File: config.mk
export PLATFORM = sky130hd
export DESIGN_NAME = la_capture
export DESIGN_NICKNAME = d
export VERILOG_FILES = /design/src/rtl/la_pkg.sv /design/src/rtl/la_sample_ram.sv /design/src/rtl/la_capture.sv
export SDC_FILE = /design/constraint.sdc
export NUM_CORES = 1
export LEC_CHECK = 0
export ABC_AREA = 1
export BUFFER_PORTS_ARGS = -buffer_cell sky130_fd_sc_hd__buf_2
export CELL_PAD_IN_SITES_DETAIL_PLACEMENT = 1
export CELL_PAD_IN_SITES_GLOBAL_PLACEMENT = 1
export CORE_MARGIN = 4
export CORE_UTILIZATION = 49
export CTS_CLUSTER_DIAMETER = 40
export DETAILED_ROUTE_END_ITERATION = 10
export PLACE_DENSITY = 0.88
export SLEW_MARGIN = 30
export SYNTH_ARGS = -nofsm -noshare
export SYNTH_HDL_FRONTEND = slang
export SYNTH_SLANG_ARGS = --single-unit
File: constraint.sdc
create_clock -name clk -period 2.7 [get_ports clk]
set_input_delay 0 -clock clk [delete_from_list [all_inputs] [get_ports clk]]
set_output_delay 0 -clock clk [all_outputs]
set_load 0.01 [all_outputs]
File: src/rtl/la_pkg.sv
// Shared types and helpers for the logic-analyzer capture engine.
package la_pkg;

  // Widest probe vector the trigger helper handles; narrower samples are
  // zero-extended by the caller, so unused upper bits never affect a match.
  localparam int LA_MAX_W = 64;

  // Capture engine states; the encoding is exported on state_o for debug.
  typedef enum logic [1:0] {
    IDLE    = 2'd0,
    ARMED   = 2'd1,
    CAPTURE = 2'd2,
    READOUT = 2'd3
  } la_state_t;

  // Masked pattern compare: a bit takes part only where mask is 1, so an
  // all-zero mask matches any sample.
  function automatic logic la_match(input logic [LA_MAX_W-1:0] samp,
                                    input logic [LA_MAX_W-1:0] mask,
                                    input logic [LA_MAX_W-1:0] value);
    return (((samp ^ value) & mask) == '0);
  endfunction

endpackage

File: src/rtl/la_sample_ram.sv
// Sample buffer: DEPTH x WIDTH register array with a synchronous write port
// and an asynchronous read port. Contents are deliberately not reset.
module la_sample_ram #(
  parameter  int WIDTH = 8,
  parameter  int DEPTH = 16,
  localparam int CNT_W = $clog2(DEPTH)
) (
  input  logic             clk,
  input  logic             we,
  input  logic [CNT_W-1:0] waddr,
  input  logic [WIDTH-1:0] wdata,
  input  logic [CNT_W-1:0] raddr,
  output logic [WIDTH-1:0] rdata
);

  logic [WIDTH-1:0] mem [DEPTH];

  // Store one sample per enabled cycle at the write address.
  always_ff @(posedge clk) begin
    if (we) begin
      mem[waddr] <= wdata;
    end
  end

  assign rdata = mem[raddr];

endmodule

File: src/rtl/la_capture.sv
// Logic-analyzer capture engine: registers the LA probe bits, waits for a
// masked trigger once armed, stores DEPTH consecutive samples starting with
// the triggering one, then replays them over a valid/ready handshake.
module la_capture
  import la_pkg::*;
#(
  parameter  int WIDTH = 8,
  parameter  int DEPTH = 16,
  localparam int CNT_W = $clog2(DEPTH)
) (
  input  logic             clk,
  input  logic             reset,
  input  logic             arm,
  input  logic             abort,
  input  logic [WIDTH-1:0] trig_mask,
  input  logic [WIDTH-1:0] trig_value,
  input  logic [WIDTH-1:0] la_in,
  output logic [WIDTH-1:0] rd_data,
  output logic             rd_valid,
  input  logic             rd_ready,
  output logic             busy,
  output logic             done,
  output logic [1:0]       state_o
);

  localparam logic [CNT_W-1:0] LAST_ADDR = CNT_W'(DEPTH - 1);

  la_state_t        state;
  logic [WIDTH-1:0] samp;
  logic [WIDTH-1:0] rd_hold;
  logic [CNT_W-1:0] wr_ptr;
  logic [CNT_W-1:0] rd_ptr;
  logic             rd_valid_q;
  logic             busy_q;
  logic             done_q;

  logic             hit;
  logic             xfer;
  logic             mem_we;
  logic [CNT_W-1:0] mem_waddr;
  logic [WIDTH-1:0] mem_rdata;

  // Probe bits pass through one register so trigger and storage see the
  // same, glitch-free sample.
  always_ff @(posedge clk or posedge reset) begin
    if (reset) begin
      samp <= '0;
    end else begin
      samp <= la_in;
    end
  end

  assign hit  = la_match(LA_MAX_W'(samp), LA_MAX_W'(trig_mask), LA_MAX_W'(trig_value));
  assign xfer = rd_valid_q && rd_ready;

  // The hit sample always lands in word 0; every capture cycle after that
  // writes at wr_ptr. An abort suppresses the write since the buffer is
  // being discarded anyway.
  always_comb begin
    mem_we    = 1'b0;
    mem_waddr = wr_ptr;
    if (!abort) begin
      case (state)
        ARMED: begin
          if (hit) begin
            mem_we    = 1'b1;
            mem_waddr = '0;
          end
        end
        CAPTURE: begin
          mem_we = 1'b1;
        end
        default: begin
          mem_we = 1'b0;
        end
      endcase
    end
  end

  la_sample_ram #(
    .WIDTH (WIDTH),
    .DEPTH (DEPTH)
  ) u_ram (
    .clk   (clk),
    .we    (mem_we),
    .waddr (mem_waddr),
    .wdata (samp),
    .raddr (rd_ptr),
    .rdata (mem_rdata)
  );

  // Control FSM with registered busy/rd_valid/done; abort overrides arm and
  // every other transition, and never produces a done pulse.
  always_ff @(posedge clk or posedge reset) begin
    if (reset) begin
      state      <= IDLE;
      wr_ptr     <= '0;
      rd_ptr     <= '0;
      rd_valid_q <= 1'b0;
      busy_q     <= 1'b0;
      done_q     <= 1'b0;
    end else begin
      done_q <= 1'b0;
      if (xfer) begin
        rd_ptr <= rd_ptr + 1'b1;
      end
      if (abort) begin
        state      <= IDLE;
        rd_valid_q <= 1'b0;
        busy_q     <= 1'b0;
      end else begin
        case (state)
          IDLE: begin
            if (arm) begin
              state  <= ARMED;
              busy_q <= 1'b1;
            end
          end
          ARMED: begin
            if (hit) begin
              wr_ptr <= CNT_W'(1);
              state  <= CAPTURE;
            end
          end
          CAPTURE: begin
            wr_ptr <= wr_ptr + 1'b1;
            if (wr_ptr == LAST_ADDR) begin
              rd_ptr     <= '0;
              rd_valid_q <= 1'b1;
              state      <= READOUT;
            end
          end
          READOUT: begin
            if (xfer && (rd_ptr == LAST_ADDR)) begin
              rd_valid_q <= 1'b0;
              busy_q     <= 1'b0;
              done_q     <= 1'b1;
              state      <= IDLE;
            end
          end
          default: begin
            state <= IDLE;
          end
        endcase
      end
    end
  end

  // Remember the last presented word so rd_data stays defined and steady
  // whenever the reader is not being offered data.
  always_ff @(posedge clk or posedge reset) begin
    if (reset) begin
      rd_hold <= '0;
    end else begin
      rd_hold <= rd_data;
    end
  end

  assign rd_data  = rd_valid_q ? mem_rdata : rd_hold;
  assign rd_valid = rd_valid_q;
  assign busy     = busy_q;
  assign done     = done_q;
  assign state_o  = state;

endmodule

==> flow_metrics.env <==
export IMPL_status="finished, final reports clean"
export IMPL_ys_seq_elements=157
export IMPL_fin_util_pct=59.4
export IMPL_grt_max_degree=58
export IMPL_clk_latency_ns=0.43
export IMPL_cts_root_buf="clkbuf_16"
export IMPL_swShare_pct=38.6
export IMPL_first_iter_violations=592
export IMPL_place_ws_ns=0.0789
export IMPL_crit_path_cell_trace="inv_4 -> o21ai_0 -> o221ai_1 -> nand3_1 -> a21oi_1 -> buf_2"
export IMPL_start_kind="register"
export IMPL_cts_buffer_depth=2
export IMPL_powerDensity_mw_per_mm2=1030
export IMPL_skew_ns=0.0204
export IMPL_die_y_um=124
export IMPL_final_cell_count_no_fill=834
export IMPL_track_usage_pct=30.5
export IMPL_switchingPower_mw=3.11
export IMPL_dr_pass1_iters=5
export IMPL_holdCritPathClass="in2reg"
export IMPL_drive_above_1_share_pct=18.4
export IMPL_first_global_vias=5671
export IMPL_via_per_inst=6.21
export IMPL_final_area_mm2=0.00784
export IMPL_maxSlewViolCount=0
export IMPL_final_antenna_net_count=0
export IMPL_synth_edf_count=128
export IMPL_setup_slack_ns=0.0874
export IMPL_drcViolationCount=0
export IMPL_num_rows=42
export IMPL_postSynthCellCount=566
export IMPL_syn_nets=602
export IMPL_via_count=5179
export IMPL_end_kind="output pin"
export IMPL_yosys_most_used_dff="edfxtp_1"
export IMPL_areaGrowthSynthToFinish_pct=18.9
export IMPL_pwr_share_comb_pct=32.3
export IMPL_clkTransAtPathRegs_ns=0.07
export IMPL_crit_path_top_delay_cell="dfrtp_2"
export IMPL_diodes=0
export IMPL_syn_avg_cell_area_um2=11.6
export IMPL_cp_arrival_ns=2.61
export IMPL_h_tree_depth=4
export IMPL_placed_area_mm2=0.00710
export IMPL_antenna_found_initial=0
export IMPL_wirelength_um=22200
export IMPL_place_congestion=0.810
export IMPL_synthArstFlopShare_pct=18.5
export IMPL_cp_max_fo=57
export IMPL_drv_cap=0
export IMPL_grt_overflow=0
export IMPL_fin_total_pwr_mw=8.06
export IMPL_setup_viol=0
export IMPL_min_period_ns=2.61
export IMPL_p_leak_nw=2.99
export IMPL_ioPinCount=42
export IMPL_slowest_delay_ns=0.45
export IMPL_cts_sinks=157
export IMPL_fmax_mhz=383
export IMPL_ir_worst_vdd_mv=0.691
export IMPL_synth_top_area_share_pct=58.3
export IMPL_slew_headroom_pct=49.7
export IMPL_rsz0062_at_grt="no"
export IMPL_place_port_buffers=41
export IMPL_die_x_um=124
export IMPL_hpwl_um=12800
export IMPL_synth_largest_area_cell="edfxtp_1"
export IMPL_cp_data_required_time_ns=2.70
export IMPL_path_class="reg2out"
export IMPL_yosysUniqueCellTypes=33
export IMPL_cts_tree="yes"
export IMPL_grt_pass1_wl_um=33600
export IMPL_setup_tns_ns=0
export IMPL_tightestPinTransition_ns=0.754
export IMPL_core_area_mm2=0.0132
export IMPL_numCtsBuffers=17
export IMPL_dp_cells=790
export IMPL_min_period_over_period_pct=96.8
export IMPL_seq_area_frac_synth_pct=69.4
export IMPL_yosys_warnings=0
export IMPL_hold_viol_final=0
export IMPL_nNetsFinal=681
export IMPL_synth_top_cells_by_area="edfxtp_1 (58%), dfrtp_1 (11%), nor2_1 (5.8%)"
export IMPL_p_seq_share_pct=36.8
export IMPL_power_internal_mw=4.95
export IMPL_synth_common_cells="edfxtp_1 (128), nor2_1 (102), nand2_1 (63)"
export IMPL_yosysMostFrequentCell="edfxtp_1"
export IMPL_clock_power_share_pct=30.9
export IMPL_syn_area_mm2=0.00659
export IMPL_die_area_mm2=0.0154
export IMPL_wl_per_cell_um=26.6
export IMPL_initial_utilization_pct=49.9
export IMPL_hold_ws_ns=0.118
-- what timing repair did --
item,in CTS,in global routing
resized for setup,1,3
endpoints found under the hold margin,29,0
buffers inserted,0,0
endpoints found under the setup margin,8,20
hold buffers,12,0
-- flip-flops by register name, summed over array words and instances (netlist names) --
signal     cells
u_ram.mem    128
rd_hold        8
samp           8
rd_ptr         4
wr_ptr         4
state_o        2
busy           1
done           1
rd_valid       1
-- worst max-delay path: cells and delay by family, from the launching register on --
family | cells | cell delay [ns]
compound gates | 3 | 0.92
buf+inv | 2 | 0.65
flops | 1 | 0.45
simple gates | 1 | 0.15
-- placed cells by master, fill, tap and decap left out, types with 3 or more instances in the layout --
master / netlist / layout
a21oi_1: 20 / 20
buf_2: 11 / 41
buf_4: 6 / 31
clkbuf_16: 0 / 17
dfrtp_1: 29 / 28
dlygate4sd3_1: 0 / 12
edfxtp_1: 128 / 128
ha_1: 7 / 7
inv_1: 37 / 37
inv_6: 0 / 4
inv_8: 0 / 4
nand2_1: 63 / 63
nand3_1: 34 / 34
nor2_1: 102 / 99
nor2_2: 2 / 4
o21ai_0: 59 / 59
o21ai_1: 9 / 9
o221ai_1: 16 / 16
o22ai_1: 15 / 15
xor2_1: 3 / 3
-- final cells by class --
class	count	area [um2]
multi-input combinational	342	1710
tap	176	220
clock buffer	17	425
timing repair buffer	85	578
sequential	157	4570
inverter	42	160
clock inverter	15	175
fill	1330	5360
-- power groups by stage --
stage	combinational, mW	sequential, mW	clock [mW]
after floorplan	1.64	2.93	0
after global placement	2.24	2.97	0
after detailed placement	2.38	2.99	0
after CTS	2.49	2.95	2.48
after global routing	2.80	2.98	2.60
final	2.60	2.96	2.49
-- layer usage --
| layer | vias up | track usage (%) | share of wire, % |
|---|---|---|---|
| li1 | 2161 | - | - |
| met2 | 319 | 53.0 | 52 |
| met1 | 2601 | 34.1 | 35 |
| met4 | 0 | 17.9 | 5.5 |
| met5 | - | 0 | 0 |
| met3 | 98 | 7.22 | 7.5 |
-- path summary, 6_finish.rpt --
| kind | from | endpoint | slack (ns) | cells after the start |
|---|---|---|---|---|
| max | rd_ptr[0] | rd_data[2] | 0.09 | 6 |
| min | arm | busy | 0.12 | 6 |
| max reg2reg | samp[4] | u_ram.mem[9][2] | 0.15 | 11 |
| min reg2reg | busy | busy | 0.51 | 2 |
| max in group asynchronous | reset | rd_hold[2] | 1.68 | 4 |
| min in group asynchronous | reset | samp[7] | 0.28 | 3 |
-- cells by family (layout without fill, tap and decap cells) --
logic type                 after synthesis  in the layout  share of synthesized area [%]
AOI/OAI and AO/OA                      123            123                           10.8
xor gates and xnor gates                 3              3                          0.399
adders and majority gates                7              7                           1.33
buffers and inverters                   67            159                           4.94
DFF                                    157            157                           69.4
and+or+nand+nor                        209            209                           13.1
No activity file was read; power rests on OpenSTA's default activity.
